===== config.mk =====
export PLATFORM = sky130hd
export DESIGN_NAME = program_counter_saltos
export DESIGN_NICKNAME = d
export VERILOG_FILES = /design/src/rtl/pc_pkg.sv /design/src/rtl/pila_retorno.sv /design/src/rtl/program_counter_saltos.sv
export SDC_FILE = /design/constraint.sdc
export NUM_CORES = 1
export LEC_CHECK = 0
export CORE_AREA = 2 2 92 94
export CTS_CLUSTER_DIAMETER = 200
export CTS_CLUSTER_SIZE = 30
export DETAILED_ROUTE_END_ITERATION = 8
export DIE_AREA = 0 0 94 96
export PLACE_DENSITY = 0.74
export SLEW_MARGIN = 20
export SYNTH_ARGS = -nofsm -noshare
export SYNTH_HDL_FRONTEND = slang
export SYNTH_SLANG_ARGS = --single-unit

===== constraint.sdc =====
create_clock -name clk -period 3.1 [get_ports clk]
set_clock_uncertainty 0.2 [all_clocks]
set_input_delay 0.465 -clock clk [delete_from_list [all_inputs] [get_ports clk]]
set_output_delay 0.465 -clock clk [all_outputs]
set_load 0.01 [all_outputs]

===== src/rtl/pc_pkg.sv =====
// Shared definitions for the filter-sequencer program counter: opcode
// values, opcode field position and the fetch FSM state encoding.
package pc_pkg;

   localparam int INSTR_W = 32;
   localparam int OPC_MSB = 31;
   localparam int OPC_LSB = 28;

   localparam logic [3:0] OP_JUMP = 4'hE;
   localparam logic [3:0] OP_CALL = 4'hD;
   localparam logic [3:0] OP_RET  = 4'hC;
   localparam logic [3:0] OP_HALT = 4'hF;

   typedef enum logic [1:0] {
      REPOSO   = 2'd0,
      ESPERAR  = 2'd1,
      DETENIDO = 2'd2
   } estado_t;

endpackage


===== src/rtl/pila_retorno.sv =====
// Return-address LIFO for CALL/RET. The caller checks llena/vacia before
// pushing or popping; clear empties the stack and has priority.
module pila_retorno
   import pc_pkg::*;
#(
   parameter int ADDR_W    = 14,
   parameter int PILA_PROF = 4
) (
   input  logic              clk,
   input  logic              reset,
   input  logic              push,
   input  logic              pop,
   input  logic              clear,
   input  logic [ADDR_W-1:0] dato_entrada,
   output logic              llena,
   output logic              vacia,
   output logic [ADDR_W-1:0] tope
);

   localparam int CNT_W = $clog2(PILA_PROF + 1);
   localparam int IDX_W = (PILA_PROF > 1) ? $clog2(PILA_PROF) : 1;

   logic [CNT_W-1:0]  cuenta;
   logic [ADDR_W-1:0] memoria [2**IDX_W];
   logic [IDX_W-1:0]  idx_escritura;
   logic [IDX_W-1:0]  idx_tope;

   assign idx_escritura = cuenta[IDX_W-1:0];
   assign idx_tope      = idx_escritura - IDX_W'(1);
   assign llena         = (cuenta == CNT_W'(PILA_PROF));
   assign vacia         = (cuenta == '0);
   assign tope          = memoria[idx_tope];

   // Occupancy counter; a full stack never grows and an empty one never shrinks.
   always_ff @(posedge clk or negedge reset) begin
      if (!reset) begin
         cuenta <= '0;
      end else if (clear) begin
         cuenta <= '0;
      end else if (push && !llena) begin
         cuenta <= cuenta + CNT_W'(1);
      end else if (pop && !vacia) begin
         cuenta <= cuenta - CNT_W'(1);
      end
   end

   // Entry storage; contents above the counter are don't-care so no reset is needed.
   always_ff @(posedge clk) begin
      if (push && !llena && !clear) begin
         memoria[idx_escritura] <= dato_entrada;
      end
   end

endmodule


===== src/rtl/program_counter_saltos.sv =====
// Program counter with fetch handshake: issues one-cycle read pulses,
// decodes the fetched opcode and picks the next address (increment, jump,
// call/return through pila_retorno, or halt).
module program_counter_saltos
   import pc_pkg::*;
#(
   parameter int          ADDR_W     = 14,
   parameter int          PILA_PROF  = 4,
   parameter int unsigned DIR_INICIO = 0
) (
   input  logic               clk,
   input  logic               reset,
   input  logic               iniciar,
   input  logic               reiniciar,
   input  logic               lectura_completada,
   input  logic [INSTR_W-1:0] instruccion_actual,
   output logic               leer_siguiente_inst,
   output logic [ADDR_W-1:0]  direccion_siguiente_inst,
   output logic               ejecutando,
   output logic               detenido,
   output logic               error_pila
);

   localparam logic [ADDR_W-1:0] DIR_INI = ADDR_W'(DIR_INICIO);

   estado_t           estado, estado_sig;
   logic [ADDR_W-1:0] dir, dir_sig, dir_inc, destino, tope;
   logic              leer, leer_sig, err, err_sig;
   logic              ejec, ejec_sig, det, det_sig;
   logic              push, pop, clear, llena, vacia;
   logic [3:0]        opcode;
   logic              decodificar, es_halt, fallo_pila;

   assign opcode      = instruccion_actual[OPC_MSB:OPC_LSB];
   assign destino     = instruccion_actual[ADDR_W-1:0];
   assign dir_inc     = dir + ADDR_W'(1);
   assign decodificar = (estado == ESPERAR) && lectura_completada && !leer;
   assign es_halt     = decodificar && (opcode == OP_HALT);
   assign fallo_pila  = decodificar && (((opcode == OP_CALL) && llena) ||
                                        ((opcode == OP_RET)  && vacia));

   generate
      if (ADDR_W < OPC_LSB) begin : g_bits_libres
         logic unused_bits;
         assign unused_bits = ^instruccion_actual[OPC_LSB-1:ADDR_W];
      end
   endgenerate

   pila_retorno #(
      .ADDR_W    (ADDR_W),
      .PILA_PROF (PILA_PROF)
   ) u_pila (
      .clk          (clk),
      .reset        (reset),
      .push         (push),
      .pop          (pop),
      .clear        (clear),
      .dato_entrada (dir_inc),
      .llena        (llena),
      .vacia        (vacia),
      .tope         (tope)
   );

   // State and every output are held in flops so nothing combinational reaches the ports.
   always_ff @(posedge clk or negedge reset) begin
      if (!reset) begin
         estado <= REPOSO;
         dir    <= DIR_INI;
         leer   <= 1'b0;
         err    <= 1'b0;
         ejec   <= 1'b0;
         det    <= 1'b0;
      end else begin
         estado <= estado_sig;
         dir    <= dir_sig;
         leer   <= leer_sig;
         err    <= err_sig;
         ejec   <= ejec_sig;
         det    <= det_sig;
      end
   end

   // Next state: restart beats everything, halt or a stack fault parks in DETENIDO.
   always_comb begin
      estado_sig = estado;
      if (reiniciar) begin
         estado_sig = REPOSO;
      end else begin
         unique case (estado)
            REPOSO:   if (iniciar) estado_sig = ESPERAR;
            ESPERAR:  if (es_halt || fallo_pila) estado_sig = DETENIDO;
            DETENIDO: estado_sig = DETENIDO;
            default:  estado_sig = REPOSO;
         endcase
      end
   end

   // Datapath and output values for the coming cycle, including stack control.
   always_comb begin
      dir_sig  = dir;
      leer_sig = 1'b0;
      err_sig  = err;
      push     = 1'b0;
      pop      = 1'b0;
      clear    = 1'b0;
      if (reiniciar) begin
         clear   = 1'b1;
         dir_sig = DIR_INI;
         err_sig = 1'b0;
      end else if ((estado == REPOSO) && iniciar) begin
         dir_sig  = DIR_INI;
         leer_sig = 1'b1;
      end else if (fallo_pila) begin
         err_sig = 1'b1;
      end else if (decodificar && !es_halt) begin
         leer_sig = 1'b1;
         case (opcode)
            OP_JUMP: dir_sig = destino;
            OP_CALL: begin
               push    = 1'b1;
               dir_sig = destino;
            end
            OP_RET: begin
               pop     = 1'b1;
               dir_sig = tope;
            end
            default: dir_sig = dir_inc;
         endcase
      end
      ejec_sig = (estado_sig == ESPERAR);
      det_sig  = (estado_sig == DETENIDO);
   end

   assign leer_siguiente_inst      = leer;
   assign direccion_siguiente_inst = dir;
   assign ejecutando               = ejec;
   assign detenido                 = det;
   assign error_pila               = err;

endmodule


# Word level (Yosys, flattened, before mapping)
# Memories as Yosys holds them, arrays and structs flattened.
# Cells that the tools add are included.
# classes
n_reduce_logical,26
eq_ne,11
n_addsub,4
n_mux,32
# op_table
operator,count
$mux 14,4
$pmux 14 s2,1
$mux 1,20
$eq 4x4->1 const B,4
$add 14x1->14 const B,1
$logic_and 1x1->1,11
$mux 3,3
$mux 2,3
$pmux 2 s3,1
$reduce_bool 3->1,2
$logic_not 1->1,5
$eq 2x1->1 const B,2
$eq 2x2->1 const B,2
$reduce_and 2->1,2
$add 3x1->3 const B,1
$eq 3x3->1 const B,1
$logic_not 3->1,1
$ne 3x2->1 const B,1
$sub 3x1->3 const B,1
$logic_not 2->1,1
$logic_or 1x1->1,2
$ne 2x2->1 const B,1
$reduce_bool 2->1,1
$reduce_or 2->1,1
$sub 2x1->2 const B,1
# word_totals
inputBits,37
wordCells,81
n_memories,1
output_inout_bits,18
register_bits,23
mem_bits_rw,56
# mem_list
memory,words,width,rd,rd_ports_with_merged_regs,write_ports,line,source
u_pila.memoria,4,14,1,0,1,pila_retorno.sv:24,logic [ADDR_W-1:0] memoria [2**IDX_W];

# Longest topological paths before layout
# depth
word_depth,14
mapped_depth,10
ltp_nobuf,7

# Cells and area by module
# From an unflattened synthesis, not the netlist that was laid out.
# unflattened
cells_unflattened,286
area_unflattened_um2,3962.6
# modules_own_cells
module,area_per_inst_um2,n_inst,seq_area_each_um2,cells_per_inst
pila_retorno,2356.0,1,1756.7,106
program_counter_saltos,1606.5,1,500.5,180

# Least setup slack after synthesis
# No wires, ideal clock.
# synth_path
kind,register to register
from,register u_pila.cuenta[0]
to,register dir[0] (netlist: direccion_siguiente_inst[0])
setup_slack_ns,0.412
stages_incl_launch_ff,10
arrival_ns,2.367
n_path_buf,3
required_time_ns,2.778
period_less_slack_ns,2.688
setup_ns,0.122
path_cell_list,dfrtp_1 -> buf_2 -> buf_2 -> inv_1 -> ha_1 -> buf_1 -> mux4_2 -> mux2i_1 -> nand2_1 -> a32o_1
# synth_via
elab_chain_cells,7
word_cells_on_any_way,15
cone_classes,1 x add/sub; 2 x eq/ne; 5 x mux; 6 x reduce/logical; 1 x memory
# synth_lines
item,line,source
"start, declared",pila_retorno.sv:23,logic [CNT_W-1:0] cuenta;
"start signal, assigned",pila_retorno.sv:41,cuenta <= cuenta + CNT_W'(1);
"start signal, assigned",pila_retorno.sv:43,cuenta <= cuenta - CNT_W'(1);
$sub 2x1->2,pila_retorno.sv:29,assign idx_tope = idx_escritura - IDX_W'(1);
$mem_v2 4x14,-,
$pmux 14 s2,program_counter_saltos.sv:117,case (opcode)
$mux 14,program_counter_saltos.sv:115,end else if (decodificar && !es_halt) begin
$mux 14,program_counter_saltos.sv:113,end else if (fallo_pila) begin
$mux 14,program_counter_saltos.sv:110,end else if ((estado == REPOSO) && iniciar) begin
$mux 14,program_counter_saltos.sv:106,if (reiniciar) begin
"end signal, assigned",program_counter_saltos.sv:75,dir <= dir_sig;
"end, declared",program_counter_saltos.sv:27,"logic [ADDR_W-1:0] dir, dir_sig, dir_inc, destino, tope;"
# Parallel ways exist; a longest one is shown, timed or not. The select of a mux whose other input is x is not followed.
# A chain may end at the register's enable or synchronous reset.

# Worst setup path in the final report
# layout_path
from,register u_pila.cuenta[1]
to,register dir[6] (netlist: direccion_siguiente_inst[6])
# Same word-level chain as after synthesis.

==> impl_metrics.env <==
export IMPL_start_util_pct=48.4
export IMPL_n_fill_cell=704
export IMPL_grt_max_degree=24
export IMPL_comb_power_share_pct=7.2
export IMPL_switching_share_pct=21.7
export IMPL_cts_tree="built"
export IMPL_finalSetupTns_ns=0
export IMPL_synth_top_family_by_area="simple AND/OR/NAND/NOR gates"
export IMPL_areaGrowthSynthToFinish_pct=19.9
export IMPL_grt_usage_pct=21.2
export IMPL_cts_buffers=9
export IMPL_drt_total_wl_um=8910
export IMPL_setup_viol=0
export IMPL_antenna_found_initial=0
export IMPL_cpMaxStageDelayCell="dfrtp_1"
export IMPL_power_density_mw_per_mm2=460
export IMPL_routed_via_density=5.82
export IMPL_synthXorXnorAreaFrac_pct=2.47
export IMPL_seq_area_mm2=0.00226
export IMPL_die_y_um=96
export IMPL_outcome="finished, final reports clean"
export IMPL_p_total_mw=2.15
export IMPL_first_global_vias=2670
export IMPL_irDropWorstVdd_mv=0.335
export IMPL_gp_congestion=0.897
export IMPL_synth_seq_cells=79
export IMPL_synthAdderAreaFrac_pct=2.12
export IMPL_cts_buffer_depth=2
export IMPL_syn_inst=299
export IMPL_slew_headroom_pct=43.6
export IMPL_cts_resized=0
export IMPL_ys_flop_type="edfxtp_1"
export IMPL_path_max_fanout=21
export IMPL_fin_crit_sh_pct=79.7
export IMPL_cts_hold_buf=0
export IMPL_dr_first_iter_drc_count=179
export IMPL_pwr_share_seq_pct=53.2
export IMPL_drv_slew=0
export IMPL_rsz0062_at_grt="no"
export IMPL_postSynthNetCount=342
export IMPL_final_cells=461
export IMPL_clkPwrFrac_pct=39.7
export IMPL_avgSynthCellArea_um2=13.0
export IMPL_rows=33
export IMPL_drive_gt1_share_pct=13.5
export IMPL_worstPathRequired_ns=3.13
export IMPL_layout_nets=394
export IMPL_path_cells="inv_1 -> ha_1 -> buf_4 -> mux4_2 -> nor2b_1 -> a2111oi_0 -> o21ai_0"
export IMPL_wl_per_cell_um=19.3
export IMPL_power_switching_uw=466
export IMPL_vias=2685
export IMPL_crit_start="u_pila.cuenta[1]"
export IMPL_place_hpwl_um=5940
export IMPL_clkLatencyLatePin_ns=0.36
export IMPL_ant_nets=0
export IMPL_hold_class="in2async"
export IMPL_synth_mux_area_share_pct=9.99
export IMPL_die_area_mm2=0.00902
export IMPL_start_kind="register"
export IMPL_r2r_start="u_pila.cuenta[1]"
export IMPL_drtPass1Iterations=4
export IMPL_async_reset_ff_share_pct=29.1
export IMPL_period_needed_ns=2.47
export IMPL_clk_root_buffer_cell="clkbuf_8"
export IMPL_place_inst=445
export IMPL_path_buf_inv=2
export IMPL_tightest_slew_ns=0.847
export IMPL_synth_edf_count=56
export IMPL_power_internal_mw=1.68
export IMPL_drc_errors=0
export IMPL_yosysUniqueCellTypes=57
export IMPL_diodes=0
export IMPL_crit_arrival_ns=2.50
export IMPL_p_leak_nw=1.68
export IMPL_io_pins=55
export IMPL_grt_pass1_wl_um=13900
export IMPL_cpPeakStageDelay_ns=0.41
export IMPL_ys_seq_area_share_pct=58.0
export IMPL_criticalPathCategory="reg2reg"
export IMPL_end_kind="register"
export IMPL_htreeDepth=3
export IMPL_die_w_um=94
export IMPL_core_area_mm2=0.00805
export IMPL_post_cts_buffers=0
export IMPL_syn_area_mm2=0.00389
export IMPL_synth_simple_area_share_pct=12.5
export IMPL_critPathTopFamily="compound AO/OA/AOI/OAI gates"
export IMPL_max_freq_mhz=405
export IMPL_maxCapViolCount=0
export IMPL_gr_total_overflow=0
export IMPL_synth_compound_area_share_pct=11.4
export IMPL_multi_input_area_mm2=0.00150
export IMPL_port_buffers=40
export IMPL_path_clk_slew_ns=0.08
export IMPL_hold_violations=0
export IMPL_cts_sinks=79
export IMPL_yosysWarnings=0
## placed cells by master (no fill, tap or decap), types with 2 or more instances in the layout
cell             instances
xor2_1                   6
and2_1                   6
a2111oi_0                4
nor2b_1                  2
nand3b_1                 2
a21o_1                   7
a22oi_1                  4
a211oi_1                 7
mux4_2                   7
a22o_1                   2
or3_1                    3
dfrtp_1                 23
clkdlybuf4s50_1         40
nand4b_1                 2
o21a_1                   2
nor3_1                   7
bufinv_16                2
nor2_1                  16
mux2i_1                 22
edfxtp_1                56
nand2_1                 23
o21ai_0                  6
or2_1                    4
a32o_1                   3
ha_1                     5
o22ai_1                  4
nor3b_1                  2
nor4_1                   2
o211ai_1                 3
a21oi_1                 10
nand4_1                  4
buf_4                   16
nand2b_1                 5
nand3_1                  5
inv_1                    5
xnor2_1                  5
clkbuf_8                10
## area by class of cell
class / instances / area share [%]
Sequential cell: 79 / 48.3
Multi-Input combinational cell: 199 / 32.1
Timing Repair Buffer: 57 / 11.6
Tap cell: 105 / 2.81
Clock buffer: 11 / 3.03
Inverter: 5 / 0.402
Clock inverter: 5 / 1.74
## per-stage QoR
step                      util (%)  instance area, um^2  worst slack, ns  hold slack, ns
after floorplan                  -                 3890            0.412         -0.0306
after global placement        55.2                 4450            0.367           0.289
after detailed placement      55.2                 4450            0.303           0.298
after CTS                     58.0                 4670            0.570           0.261
after global routing          58.0                 4670            0.413           0.295
final                         58.0                 4670            0.630           0.267
## path summary, 6_finish.rpt
path                                                endpoint  slack [ns]  cells past startpoint
worst max-delay path             direccion_siguiente_inst[6]        0.63                      7
max in group asynchronous       direccion_siguiente_inst[10]        2.16                      2
worst min-delay path                        u_pila.cuenta[0]        0.27                      2
worst min register to register                    error_pila        0.32                      2
min in group clk                                  error_pila        0.32                      2
worst max register to register   direccion_siguiente_inst[6]        0.63                      7
## power by group through the flow
stage	logic [mW]	clock network, mW	registers (mW)
after floorplan	0.0776	0	1.16
after CTS	0.154	0.863	1.14
after detailed placement	0.153	0	1.16
after global placement	0.150	0	1.16
final	0.154	0.851	1.14
after global routing	0.168	0.910	1.14
## registers in the layout (all words and copies together) (netlist names)
name,count
u_pila.memoria,56
estado,2
u_pila.cuenta,3
leer_siguiente_inst,1
error_pila,1
direccion_siguiente_inst,14
ejecutando,1
detenido,1
## cell families after synthesis
kind of cell	count (synthesis)
and+or+nand+nor	91
AOI/OAI and AO/OA	61
buffers and inverters	21
muxes	30
adders and majority gates	6
DFF	79
xor gates and xnor gates	11
## per-layer routing
layer / vias up / track usage [%] / share of wire (%)
met5: - / 0 / 0
met4: 0 / 9.30 / 1.8
met3: 13 / 3.60 / 5.2
met2: 74 / 34.3 / 49
met1: 1345 / 28.3 / 44
li1: 1253 / - / -
## worst register-to-register path: stages, from the launching register on
cell	delay, ns
dfrtp_1	0.41
inv_1	0.11
ha_1	0.28
buf_4	0.34
mux4_2	0.36
nor2b_1	0.14
a2111oi_0	0.36
o21ai_0	0.15
## cell usage after synthesis, types with 5 or more instances
library cell,number,area (um^2)
edfxtp_1,56,1680
dfrtp_1,23,576
nand2_1,23,86.3
mux2i_1,22,220
nor2_1,16,60.1
a21oi_1,10,50.1
a211oi_1,7,52.6
a21o_1,7,52.6
mux4_2,7,158
nor3_1,7,35.0
and2_1,6,37.5
buf_2,6,30.0
buf_6,6,67.6
o21ai_0,6,30.0
xor2_1,6,52.6
ha_1,5,62.6
inv_1,5,18.8
nand2b_1,5,31.3
nand3_1,5,25.0
xnor2_1,5,43.8
(Power assumes the default switching activity.)
